$ cat src/rtl/id_stage.sv
// Instruction decode stage for an RV32I pipeline. It decodes the fetched
// word, reads operands from the register file in the same cycle, detects
// hazards against the EX and MEM stages, and holds the result in one EX
// pipeline register.
module id_stage (
    input  logic        clk_in,
    input  logic        rst_in,
    input  logic        rdy_in,
    input  logic        flush_in,
    input  logic        if_valid_in,
    input  logic [31:0] if_pc_in,
    input  logic [31:0] if_inst_in,
    output logic        id_ready_out,
    output logic        read_flag_1,
    output logic        read_flag_2,
    output logic [4:0]  reg_read_1,
    output logic [4:0]  reg_read_2,
    input  logic [31:0] output_data_1,
    input  logic [31:0] output_data_2,
    input  logic        mem_rd_we_in,
    input  logic [4:0]  mem_rd_in,
    output logic        ex_valid_out,
    input  logic        ex_ready_in,
    output logic [31:0] ex_pc_out,
    output logic [31:0] ex_op1_out,
    output logic [31:0] ex_op2_out,
    output logic [31:0] ex_imm_out,
    output logic [4:0]  ex_rd_out,
    output logic        ex_rd_we_out,
    output logic [3:0]  ex_alu_op_out,
    output logic [2:0]  ex_kind_out,
    output logic [2:0]  ex_funct3_out
);

    localparam logic [6:0] OPC_OP     = 7'b0110011;
    localparam logic [6:0] OPC_OPIMM  = 7'b0010011;
    localparam logic [6:0] OPC_LOAD   = 7'b0000011;
    localparam logic [6:0] OPC_STORE  = 7'b0100011;
    localparam logic [6:0] OPC_BRANCH = 7'b1100011;
    localparam logic [6:0] OPC_JAL    = 7'b1101111;
    localparam logic [6:0] OPC_JALR   = 7'b1100111;
    localparam logic [6:0] OPC_LUI    = 7'b0110111;
    localparam logic [6:0] OPC_AUIPC  = 7'b0010111;

    localparam logic [2:0] K_ALU    = 3'd0;
    localparam logic [2:0] K_LOAD   = 3'd1;
    localparam logic [2:0] K_STORE  = 3'd2;
    localparam logic [2:0] K_BRANCH = 3'd3;
    localparam logic [2:0] K_JAL    = 3'd4;
    localparam logic [2:0] K_JALR   = 3'd5;
    localparam logic [2:0] K_LUI    = 3'd6;
    localparam logic [2:0] K_AUIPC  = 3'd7;

    localparam logic [3:0] A_ADD  = 4'd0;
    localparam logic [3:0] A_SUB  = 4'd1;
    localparam logic [3:0] A_SLL  = 4'd2;
    localparam logic [3:0] A_SLT  = 4'd3;
    localparam logic [3:0] A_SLTU = 4'd4;
    localparam logic [3:0] A_XOR  = 4'd5;
    localparam logic [3:0] A_SRL  = 4'd6;
    localparam logic [3:0] A_SRA  = 4'd7;
    localparam logic [3:0] A_OR   = 4'd8;
    localparam logic [3:0] A_AND  = 4'd9;

    logic [6:0]  w_opcode;
    logic [4:0]  w_rd;
    logic [4:0]  w_rs1;
    logic [4:0]  w_rs2;
    logic [2:0]  w_funct3;
    logic [31:0] w_imm_i, w_imm_s, w_imm_b, w_imm_u, w_imm_j;

    logic [2:0]  w_kind;
    logic [3:0]  w_alu_op;
    logic [31:0] w_imm;
    logic        w_use_rs1;
    logic        w_use_rs2;
    logic        w_writes_rd;
    logic        w_op2_is_reg;
    logic        w_is_arith;
    logic        w_sub_ok;

    logic        w_haz_1, w_haz_2, w_hazard;
    logic        w_advance;
    logic        w_accept;
    logic [31:0] w_op1, w_op2;

    logic        r_ex_valid;
    logic [31:0] r_ex_pc, r_ex_op1, r_ex_op2, r_ex_imm;
    logic [4:0]  r_ex_rd;
    logic        r_ex_rd_we;
    logic [3:0]  r_ex_alu_op;
    logic [2:0]  r_ex_kind;
    logic [2:0]  r_ex_funct3;

    assign w_opcode = if_inst_in[6:0];
    assign w_rd     = if_inst_in[11:7];
    assign w_funct3 = if_inst_in[14:12];
    assign w_rs1    = if_inst_in[19:15];
    assign w_rs2    = if_inst_in[24:20];

    assign w_imm_i = {{20{if_inst_in[31]}}, if_inst_in[31:20]};
    assign w_imm_s = {{20{if_inst_in[31]}}, if_inst_in[31:25], if_inst_in[11:7]};
    assign w_imm_b = {{19{if_inst_in[31]}}, if_inst_in[31], if_inst_in[7],
                      if_inst_in[30:25], if_inst_in[11:8], 1'b0};
    assign w_imm_u = {if_inst_in[31:12], 12'b0};
    assign w_imm_j = {{11{if_inst_in[31]}}, if_inst_in[31], if_inst_in[19:12],
                      if_inst_in[20], if_inst_in[30:21], 1'b0};

    // Opcode decode: class, operand usage, immediate format; unknown opcodes fall through as a NOP
    always_comb begin
        w_kind       = K_ALU;
        w_imm        = 32'd0;
        w_use_rs1    = 1'b0;
        w_use_rs2    = 1'b0;
        w_writes_rd  = 1'b0;
        w_op2_is_reg = 1'b0;
        w_is_arith   = 1'b0;
        w_sub_ok     = 1'b0;
        case (w_opcode)
            OPC_OP: begin
                w_use_rs1 = 1'b1; w_use_rs2 = 1'b1; w_writes_rd = 1'b1;
                w_op2_is_reg = 1'b1; w_is_arith = 1'b1; w_sub_ok = 1'b1;
            end
            OPC_OPIMM: begin
                w_use_rs1 = 1'b1; w_writes_rd = 1'b1; w_is_arith = 1'b1;
                w_imm = w_imm_i;
            end
            OPC_LOAD: begin
                w_kind = K_LOAD; w_use_rs1 = 1'b1; w_writes_rd = 1'b1;
                w_imm = w_imm_i;
            end
            OPC_STORE: begin
                w_kind = K_STORE; w_use_rs1 = 1'b1; w_use_rs2 = 1'b1;
                w_op2_is_reg = 1'b1; w_imm = w_imm_s;
            end
            OPC_BRANCH: begin
                w_kind = K_BRANCH; w_use_rs1 = 1'b1; w_use_rs2 = 1'b1;
                w_op2_is_reg = 1'b1; w_imm = w_imm_b;
            end
            OPC_JAL: begin
                w_kind = K_JAL; w_writes_rd = 1'b1; w_imm = w_imm_j;
            end
            OPC_JALR: begin
                w_kind = K_JALR; w_use_rs1 = 1'b1; w_writes_rd = 1'b1;
                w_imm = w_imm_i;
            end
            OPC_LUI: begin
                w_kind = K_LUI; w_writes_rd = 1'b1; w_imm = w_imm_u;
            end
            OPC_AUIPC: begin
                w_kind = K_AUIPC; w_writes_rd = 1'b1; w_imm = w_imm_u;
            end
            default: ;
        endcase
    end

    // ALU function select; inst[30] picks SUB only for register-register ops, SRA for both forms
    always_comb begin
        w_alu_op = A_ADD;
        if (w_is_arith) begin
            case (w_funct3)
                3'd0:    w_alu_op = (w_sub_ok && if_inst_in[30]) ? A_SUB : A_ADD;
                3'd1:    w_alu_op = A_SLL;
                3'd2:    w_alu_op = A_SLT;
                3'd3:    w_alu_op = A_SLTU;
                3'd4:    w_alu_op = A_XOR;
                3'd5:    w_alu_op = if_inst_in[30] ? A_SRA : A_SRL;
                3'd6:    w_alu_op = A_OR;
                default: w_alu_op = A_AND;
            endcase
        end
    end

    assign read_flag_1 = if_valid_in & w_use_rs1;
    assign read_flag_2 = if_valid_in & w_use_rs2;
    assign reg_read_1  = w_rs1;
    assign reg_read_2  = w_rs2;

    assign w_op1 = (w_rs1 == 5'd0) ? 32'd0 : output_data_1;
    assign w_op2 = w_op2_is_reg ? output_data_2 : w_imm;

    // Load-use style interlock: a source still being produced in EX or MEM stalls decode
    assign w_haz_1 = read_flag_1 && (w_rs1 != 5'd0) &&
                     ((r_ex_valid && r_ex_rd_we && (w_rs1 == r_ex_rd)) ||
                      (mem_rd_we_in && (w_rs1 == mem_rd_in)));
    assign w_haz_2 = read_flag_2 && (w_rs2 != 5'd0) &&
                     ((r_ex_valid && r_ex_rd_we && (w_rs2 == r_ex_rd)) ||
                      (mem_rd_we_in && (w_rs2 == mem_rd_in)));
    assign w_hazard = w_haz_1 | w_haz_2;

    assign w_advance    = rdy_in & (~r_ex_valid | ex_ready_in);
    // rst_in is folded in so nothing is offered as accepted while reset is held
    assign id_ready_out = rst_in & w_advance & ~w_hazard & ~flush_in;
    assign w_accept     = if_valid_in & id_ready_out;

    // EX pipeline register: load on accept, bubble on advance without accept, hold on stall
    always_ff @(posedge clk_in or negedge rst_in) begin
        if (!rst_in) begin
            r_ex_valid  <= 1'b0;
            r_ex_pc     <= 32'd0;
            r_ex_op1    <= 32'd0;
            r_ex_op2    <= 32'd0;
            r_ex_imm    <= 32'd0;
            r_ex_rd     <= 5'd0;
            r_ex_rd_we  <= 1'b0;
            r_ex_alu_op <= 4'd0;
            r_ex_kind   <= 3'd0;
            r_ex_funct3 <= 3'd0;
        end else if (rdy_in) begin
            if (flush_in) begin
                r_ex_valid <= 1'b0;
                r_ex_rd_we <= 1'b0;
            end else if (w_advance) begin
                if (w_accept) begin
                    r_ex_valid  <= 1'b1;
                    r_ex_pc     <= if_pc_in;
                    r_ex_op1    <= w_op1;
                    r_ex_op2    <= w_op2;
                    r_ex_imm    <= w_imm;
                    r_ex_rd     <= w_rd;
                    r_ex_rd_we  <= w_writes_rd & (w_rd != 5'd0);
                    r_ex_alu_op <= w_alu_op;
                    r_ex_kind   <= w_kind;
                    r_ex_funct3 <= w_funct3;
                end else begin
                    r_ex_valid <= 1'b0;
                    r_ex_rd_we <= 1'b0;
                end
            end
        end
    end

    assign ex_valid_out  = r_ex_valid;
    assign ex_pc_out     = r_ex_pc;
    assign ex_op1_out    = r_ex_op1;
    assign ex_op2_out    = r_ex_op2;
    assign ex_imm_out    = r_ex_imm;
    assign ex_rd_out     = r_ex_rd;
    assign ex_rd_we_out  = r_ex_rd_we;
    assign ex_alu_op_out = r_ex_alu_op;
    assign ex_kind_out   = r_ex_kind;
    assign ex_funct3_out = r_ex_funct3;

endmodule

$ cat config.mk
export PLATFORM = sky130hd
export DESIGN_NAME = id_stage
export DESIGN_NICKNAME = d
export VERILOG_FILES = /design/src/rtl/id_stage.sv
export SDC_FILE = /design/constraint.sdc
export NUM_CORES = 1
export LEC_CHECK = 0
export BUFFER_PORTS_ARGS = -buffer_cell sky130_fd_sc_hd__buf_2
export CAP_MARGIN = 20
export CORE_ASPECT_RATIO = 1.1
export CORE_MARGIN = 3
export CORE_UTILIZATION = 48
export CTS_BUF_LIST = sky130_fd_sc_hd__clkbuf_16
export DETAILED_ROUTE_END_ITERATION = 10
export PLACE_DENSITY_LB_ADDON = 0.12
export SKIP_CTS_REPAIR_TIMING = 1
export SYNTH_ARGS = -nofsm -noshare
export SYNTH_HDL_FRONTEND = slang
export SYNTH_SLANG_ARGS = --single-unit
$ cat constraint.sdc
create_clock -name clk_in -period 2.9 [get_ports clk_in]
set_clock_uncertainty 0.2 [all_clocks]
set_input_delay 0.58 -clock clk_in [delete_from_list [all_inputs] [get_ports clk_in]]
set_output_delay 0.58 -clock clk_in [all_outputs]
set_load 0.005 [all_outputs]
==> impl_results.md, run 1 <==
- Reg clk slew, reported paths: 60 ps
- Layout cells sized above 1: 0.503
- YS warnings: 0
- Via density: 5.11
- Status: finished, violations left
- Seq/Total Area, Yosys: 0.524
- Pwr/cell area: 632 nW/µm²
- Antenna Nets Post-Route: 0
- Synth Instances: around 630
- CTS sink cnt: approximately 150
- Drt wl/cell: 17.8 µm
- Ys flop type: dfrtp_1
- Crit path kind: reg -> out
- PortBufs: 297
- Slew headroom: 0.461
- Failing checks: setup timing
- Post-route cell area: 9310 µm²
- Max-slew violation count: 0
- Drc violations: 0
- # IOs: 298
- Core Region: 14000 µm²
- Worst Path Arrival: 2150 ps
- Filler cell count: 1172
- Worst reg2reg path depth: 8
- Antenna violations before repair: 1
- Leakage: between 5 and 6 nW
- Seq cells post-synth: 145
- Initial detailed-routing violation count: around 370
- Synth area leaders: dfrtp_1 52%, mux2_2 16%, mux2i_1 6.2%
- Final setup margin: -31.5 ps
- Min Tclk post-route: 2930 ps
- Crit-path max cell delay: 430 ps
- Post-place setup slack: 36.0 ps
- Gr ovfl total: 0
- Starting Density: 0.496
- Vias in the first global route: 5973
- Critical-path cell list: xor2_1 -> nor4_2 -> nand4_1 -> a221o_1 -> o21a_1 -> buf_2
- GRT Util Overall: 0.250
- R2R setup slack: ~210 ps
- Crit share post-route: 1.01
- RSZ-0062 raised after global routing: yes
- Highest Clock Rate: approximately 0.34 GHz
- Synth async-reset ratio: 1.00
- Die area: 15900 µm²
- Synth area leader: dfrtp_1
- Most common cell in the netlist: dfrtp_1
- Crit Reg-Reg Endpoint: ex_pc_out[2]
- Hold Violations, Final: 0
- CTS max path bufs: 2
- Vias: 5767
- # nets final: 1066
- Worst r2r src: ex_rd_out[0]
- Die width: approximately 120 µm
- CP endpoint kind: primary output
- Die H: around 130 µm
- Mapped cell area: between 6000 and 7000 µm²
- Post-synth EDFFs: 0
- Synth unique cells: 39
- CTS tree: done
- Slowest cell on the critical path: dfrtp_2
- Startpoint types: flop
- Setup Viol. Count Final: 1
- Area Growth Syn to Fin: 34.4%
- Worst-Skew Late Latency: about 420 ps
- HP Class: in -> async
- Routability cong.: 0.879
- Worst-Margin Slew: 808 ps
- Dpl cell area: 8600 µm²
- Core Rows: 45
- Clock root buffer: clkbuf_16
- Drt first pass iters: 4
- First-pass GRT wire length: 31300 µm
- Maxcap violations: 0
- Routed wire length: 20100 µm
- H-tree Lvls: 4
- CP Launch Point: ex_rd_out[1]
- Largest net degree at the start of global routing: 83
- CTS buffer count: 17
- CP Data Required Time: 2120 ps
- Maximum vdd drop: 0.000358 V
- Top cell type's share of synthesized area: 0.524
- Maximum fanout along the worst path: 3
- Avg Cell Area, Syn: 11.1 µm²
- Top cells by count, synth: 145 x dfrtp_1, 101 x mux2_2, 84 x nand2_1, 48 x inv_1, 43 x mux2i_1
- HPWL after DPL: about 15000 µm
- Post-synth net total: 766
==> area by class of cell <==
type	count	area, µm²	share of cell area
tap	188	235	0.0253
multi-input combinational	387	2870	0.308
antenna	1	2.50	0.000269
inverter	48	180	0.0193
sequential	145	3630	0.390
clock buffer	17	425	0.0457
timing repair buffer	327	1750	0.188
clock inverter	15	215	0.0231
==> kinds of logic after synthesis <==
kind of cell,count (synthesis),synth area share
flops,145,0.524
simple gates,161,0.102
xor+xnor,21,0.0265
compound gates,56,0.0473
mux,149,0.237
buf+inv,94,0.0634
==> worst max-delay path: cells and delay by family (launching register included) <==
family,cells,cell delay (ps)
DFF,1,430
buffers and inverters,1,140
xor gates and xnor gates,1,160
AOI/OAI and AO/OA,2,560
and+or+nand+nor,2,460
==> power breakdown <==
part / internal (mW) / switching [mW] / total [mW]
logic: 0.554 / 0.481 / 1.03
clock network: 1.52 / 0.838 / 2.36
registers: 2.32 / 0.170 / 2.49
total: 4.39 / 1.49 / 5.88
==> routing by layer <==
metal	share of wire	up-vias	GRT usage	wire [µm]
met5	0	-	0	0
met4	0.018	0	0.0705	358
met3	0.082	27	0.0850	1650
met2	0.50	227	0.422	9950
met1	0.40	2810	0.306	8120
li1	-	2703	-	-
==> how the worst max path moves through the flow <==
stage | end | slack, ps | cells past startpoint
global route | id_ready_out | -110 | 6
finish | id_ready_out | -30 | 6
detailed placement | ex_pc_out[2] | 40 | 8
global placement | ex_pc_out[27] | 140 | 8
floorplan | ex_op2_out[19] | 190 | 10
CTS | id_ready_out | -100 | 6
==> registers in the layout, summed over array words and instances, names as in the netlist <==
name	cells
ex_funct3_out	3
ex_op2_out	32
ex_valid_out	1
ex_op1_out	32
ex_pc_out	32
ex_rd_out	5
ex_imm_out	32
ex_rd_we_out	1
ex_kind_out	3
ex_alu_op_out	4
==> per-stage QoR <==
stage	hold slack, ps	utilization	power [mW]	setup TNS, ps	instances
2_1_floorplan	84.4	-	2.95	0	626
4_1_cts	162	0.662	5.92	-105	1122
6_report	150	0.667	5.88	-31.5	1128
3_5_place_dp	290	0.616	3.54	0	1090
5_1_grt	179	0.667	6.17	-110	1128
3_3_place_gp	284	0.616	3.49	0	1090
==> layout by cell type (no fill, tap or decap), types with 2 or more instances in the layout <==
cell type and instances:
mux2_2 101, nand2_1 84, mux2_4 5, bufinv_16 5
o21ai_0 9, nand3_1 9, clkbuf_16 17, mux2i_1 43
a31oi_1 12, nor3_1 7, nor2_1 33, nand4_1 4
buf_4 28, dfrtp_1 141, a21oi_1 22, clkinv_2 3
xor2_1 9, nor2b_1 3, a21o_1 2, and3_1 3
buf_2 296, nand2b_1 4, inv_1 48, dfrtp_2 4
and2_1 6, xnor2_1 12, o22ai_1 3, clkinvlp_4 5
Note: power is estimated with default switching activity, not from simulation.
==> run 2, diff against run 1 <==
--- a/config.mk
+++ b/config.mk
@@ -5,11 +5,12 @@
 export SDC_FILE = /design/constraint.sdc
 export NUM_CORES = 1
 export LEC_CHECK = 0
+export ABC_AREA = 1
 export BUFFER_PORTS_ARGS = -buffer_cell sky130_fd_sc_hd__buf_2
 export CAP_MARGIN = 20
 export CORE_ASPECT_RATIO = 1.1
 export CORE_MARGIN = 3
-export CORE_UTILIZATION = 48
+export CORE_UTILIZATION = 49
 export CTS_BUF_LIST = sky130_fd_sc_hd__clkbuf_16
 export DETAILED_ROUTE_END_ITERATION = 10
 export PLACE_DENSITY_LB_ADDON = 0.12
==> run 2 against run 1 <==
The flow now finishes without violations. First-iteration DRC count up 110%. Maximum frequency up 11%. Register-to-register slack better by 440 ps. Worst setup slack better by 300 ps. Cell area up 3.6%. Combinational power down 14%. Synthesized area up 8.0%. Global-route usage up 3.3 points. Critical path type is now in -> out. Largest cell class unchanged. Highest routed layer is now met5.
==> impl_results.md, run 2 <==
- Highest Clock Rate: 0.380 GHz
- Maximum fanout along the worst path: 7
- HP Class: in -> async
- CTS sink cnt: 145
- Met3 Track Usage GR: 0.0748
- CP Launch Point: if_inst_in[3]
- Die H: 136 µm
- Compound-Gate Fraction of Synth Area: 0.0184
- CP Data Required Time: 2120 ps
- Core Rows: 46
- Largest net degree at the start of global routing: 118
- CTS buffer count: 17
- Initial detailed-routing violation count: 775
- Final TNS setup: 0 ps
- Reg clk slew, reported paths: ~60 ps
- HPWL after DPL: 17200 µm
- Seq/Total Area, Yosys: 0.485
- Maxcap violations: 0
- Post-Layout Cell Count: 1504
- Layout cells sized above 1: 0.269
- First-pass GRT wire length: 37200 µm
- Post-synthesis simple-gate area fraction: 0.418
- Synth Instances: 1033
- Crit-path leading delay family: simple AND/OR/NAND/NOR gates
- Routed wire length: approximately 24000 µm
- Antenna Nets Post-Route: 0
- Post-synthesis xor/xnor area fraction: 0
- Commonest non-fill, non-tap cells in the layout: 519 x nand2_1, 295 x buf_2, 145 x dfrtp_1, 144 x nand3_1, 47 x inv_1
- Flop pwr share: 0.424
- Synth area leaders: dfrtp_1 48%, nand2_1 26%, nand3_1 9.6%
- Slowest cell on the critical path: nor2_1
- Critical-path cell list: buf_2 -> inv_1 -> nand2_1 -> nor2_1 -> o21ai_1 -> nand2_1 -> nand3_1 -> nor2_1 -> nor2_4 -> buf_2
- Adder-cell share of the synthesized area: 0
- GRT Util Overall: 0.283
- Area Growth Syn to Fin: 28.9%
- PortBufs: 297
- Synth unique cells: 26
- Multi-input gate area: roughly 3300 µm²
- GR Util met1: 0.376
- Vias: 7828
- Synth area leader: dfrtp_1
- Worst r2r src: ex_valid_out
- Crit-path max cell delay: around 340 ps
- Largest family of logic cells by synthesized area: simple AND/OR/NAND/NOR gates
- Worst-Margin Slew: 826 ps
- Core Region: 14700 µm²
- Register area: 3630 µm²
- Final setup margin: 270 ps
- Setup Viol. Count Final: 0
- Max-slew violation count: 0
- CP endpoint kind: primary output
- Drc violations: 0
- Gr ovfl total: 0
- Crit path kind: in -> out
- YS warnings: 0
- # nets final: 1438
- Clock share of power: 0.418
- Die area: 16800 µm²
- Routability cong.: ~0.97
- Global route hottest layer: met2
- Crit path buffers/inverters: 3
- Switch Pwr: roughly 1.5 mW
- Startpoint types: primary input
- Filler cell count: around 1.3k
- Status: completed
- Vias in the first global route: 7252
- Synth async-reset ratio: 1.00
- H-tree Lvls: 4
- Top cells by count, synth: 519 x nand2_1, 145 x dfrtp_1, 144 x nand3_1, 47 x inv_1, 36 x nor2_1
- Top cell type's share of synthesized area: 0.485
- Leakage: around 6.0 nW
- Worst Path Arrival: 1850 ps
- Crit share post-route: 0.907
- # IOs: 298
- Hold Violations, Final: 0
- Worst-Skew Late Latency: 420 ps
- GRT met2 Usage: 0.440
- Post-place setup slack: 266 ps
- Placed Cells: about 1.5k
- Drt wl/cell: 15.9 µm
- Most common cell in the netlist: nand2_1
- Ys flop type: dfrtp_1
- Avg Cell Area, Syn: between 7 and 8 µm²
- Die width: 124 µm
- Post-synth EDFFs: 0
- Drt first pass iters: 6
- Maximum vdd drop: 0.000304 V
- CTS max path bufs: 2
- Commonest non-fill, non-tap cell in the layout: nand2_1
- Clock root buffer: clkbuf_16
- CTS tree: done
- Antenna violations before repair: 2
- Pwr/cell area: 583 nW/µm²
- RSZ-0062 raised after global routing: no
- Internal power: 4.08 mW
- Starting Density: 0.510
- Slew headroom: 0.449
- Mux contribution to synthesized area: 0
- Mapped cell area: 7480 µm²
- Via density: 5.20
- Comb pwr share: 0.158
- Seq cells post-synth: around 150
- Switching Fraction: 0.274
- Min Tclk post-route: 2630 ps
- Post-synth net total: 1173
## run 2: area by class of cell
type / count / area share
tap: 192 / 0.0249
antenna: 2 / 0.000519
clock buffer: 17 / 0.0441
sequential: 145 / 0.376
inverter: 52 / 0.0202
clock inverter: 14 / 0.0209
multi-input combinational: 768 / 0.340
timing repair buffer: 314 / 0.173
## run 2: logic make-up after synthesis
| group | Yosys count |
|---|---|
| simple gates | 745 |
| flops | 145 |
| buf+inv | 120 |
| compound gates | 23 |
## run 2: metal layers
layer | routed length [µm] | share of wire
met1 | 9960 | 0.42
met2 | 11100 | 0.46
met3 | 2020 | 0.084
met4 | 875 | 0.037
met5 | 13 | 0.00054
## run 2: power groups by stage
stage	sequential, mW	combinational [mW]	clock (mW)
2_1_floorplan	2.43	0.369	0
3_3_place_gp	2.41	0.881	0
3_5_place_dp	2.41	0.897	0
4_1_cts	2.38	0.899	2.39
5_1_grt	2.41	1.00	2.48
6_report	2.38	0.888	2.35
## run 2: worst reg2reg max path, delay by kind of cell (launching register included)
kind / cells / cell delay, ps
simple gates: 7 / 1070
buf+inv: 1 / 480
flops: 1 / 420
## run 2: final timing paths
check                      cells past startpoint          endpoint  slack [ps]
max in group asynchronous                      3    ex_imm_out[11]        1510
hold / removal                                 2      ex_rd_out[1]          20
setup reg to reg                               8     ex_pc_out[24]         650
min in group clk_in                            3     ex_pc_out[23]         190
setup / recovery                              10      id_ready_out         270
hold reg to reg                                2  ex_funct3_out[1]         260
## run 2: through the flow
step                total power, mW  instance area [µm²]  hold slack [ps]  utilization
floorplan                      2.80                 7480             84.4            -
global placement               3.29                 9020              249        0.614
detailed placement             3.31                 9020              253        0.614
CTS                            5.67                 9640             21.4        0.657
global route                   5.89                 9650             46.5        0.657
finish                         5.62                 9650             22.3        0.657
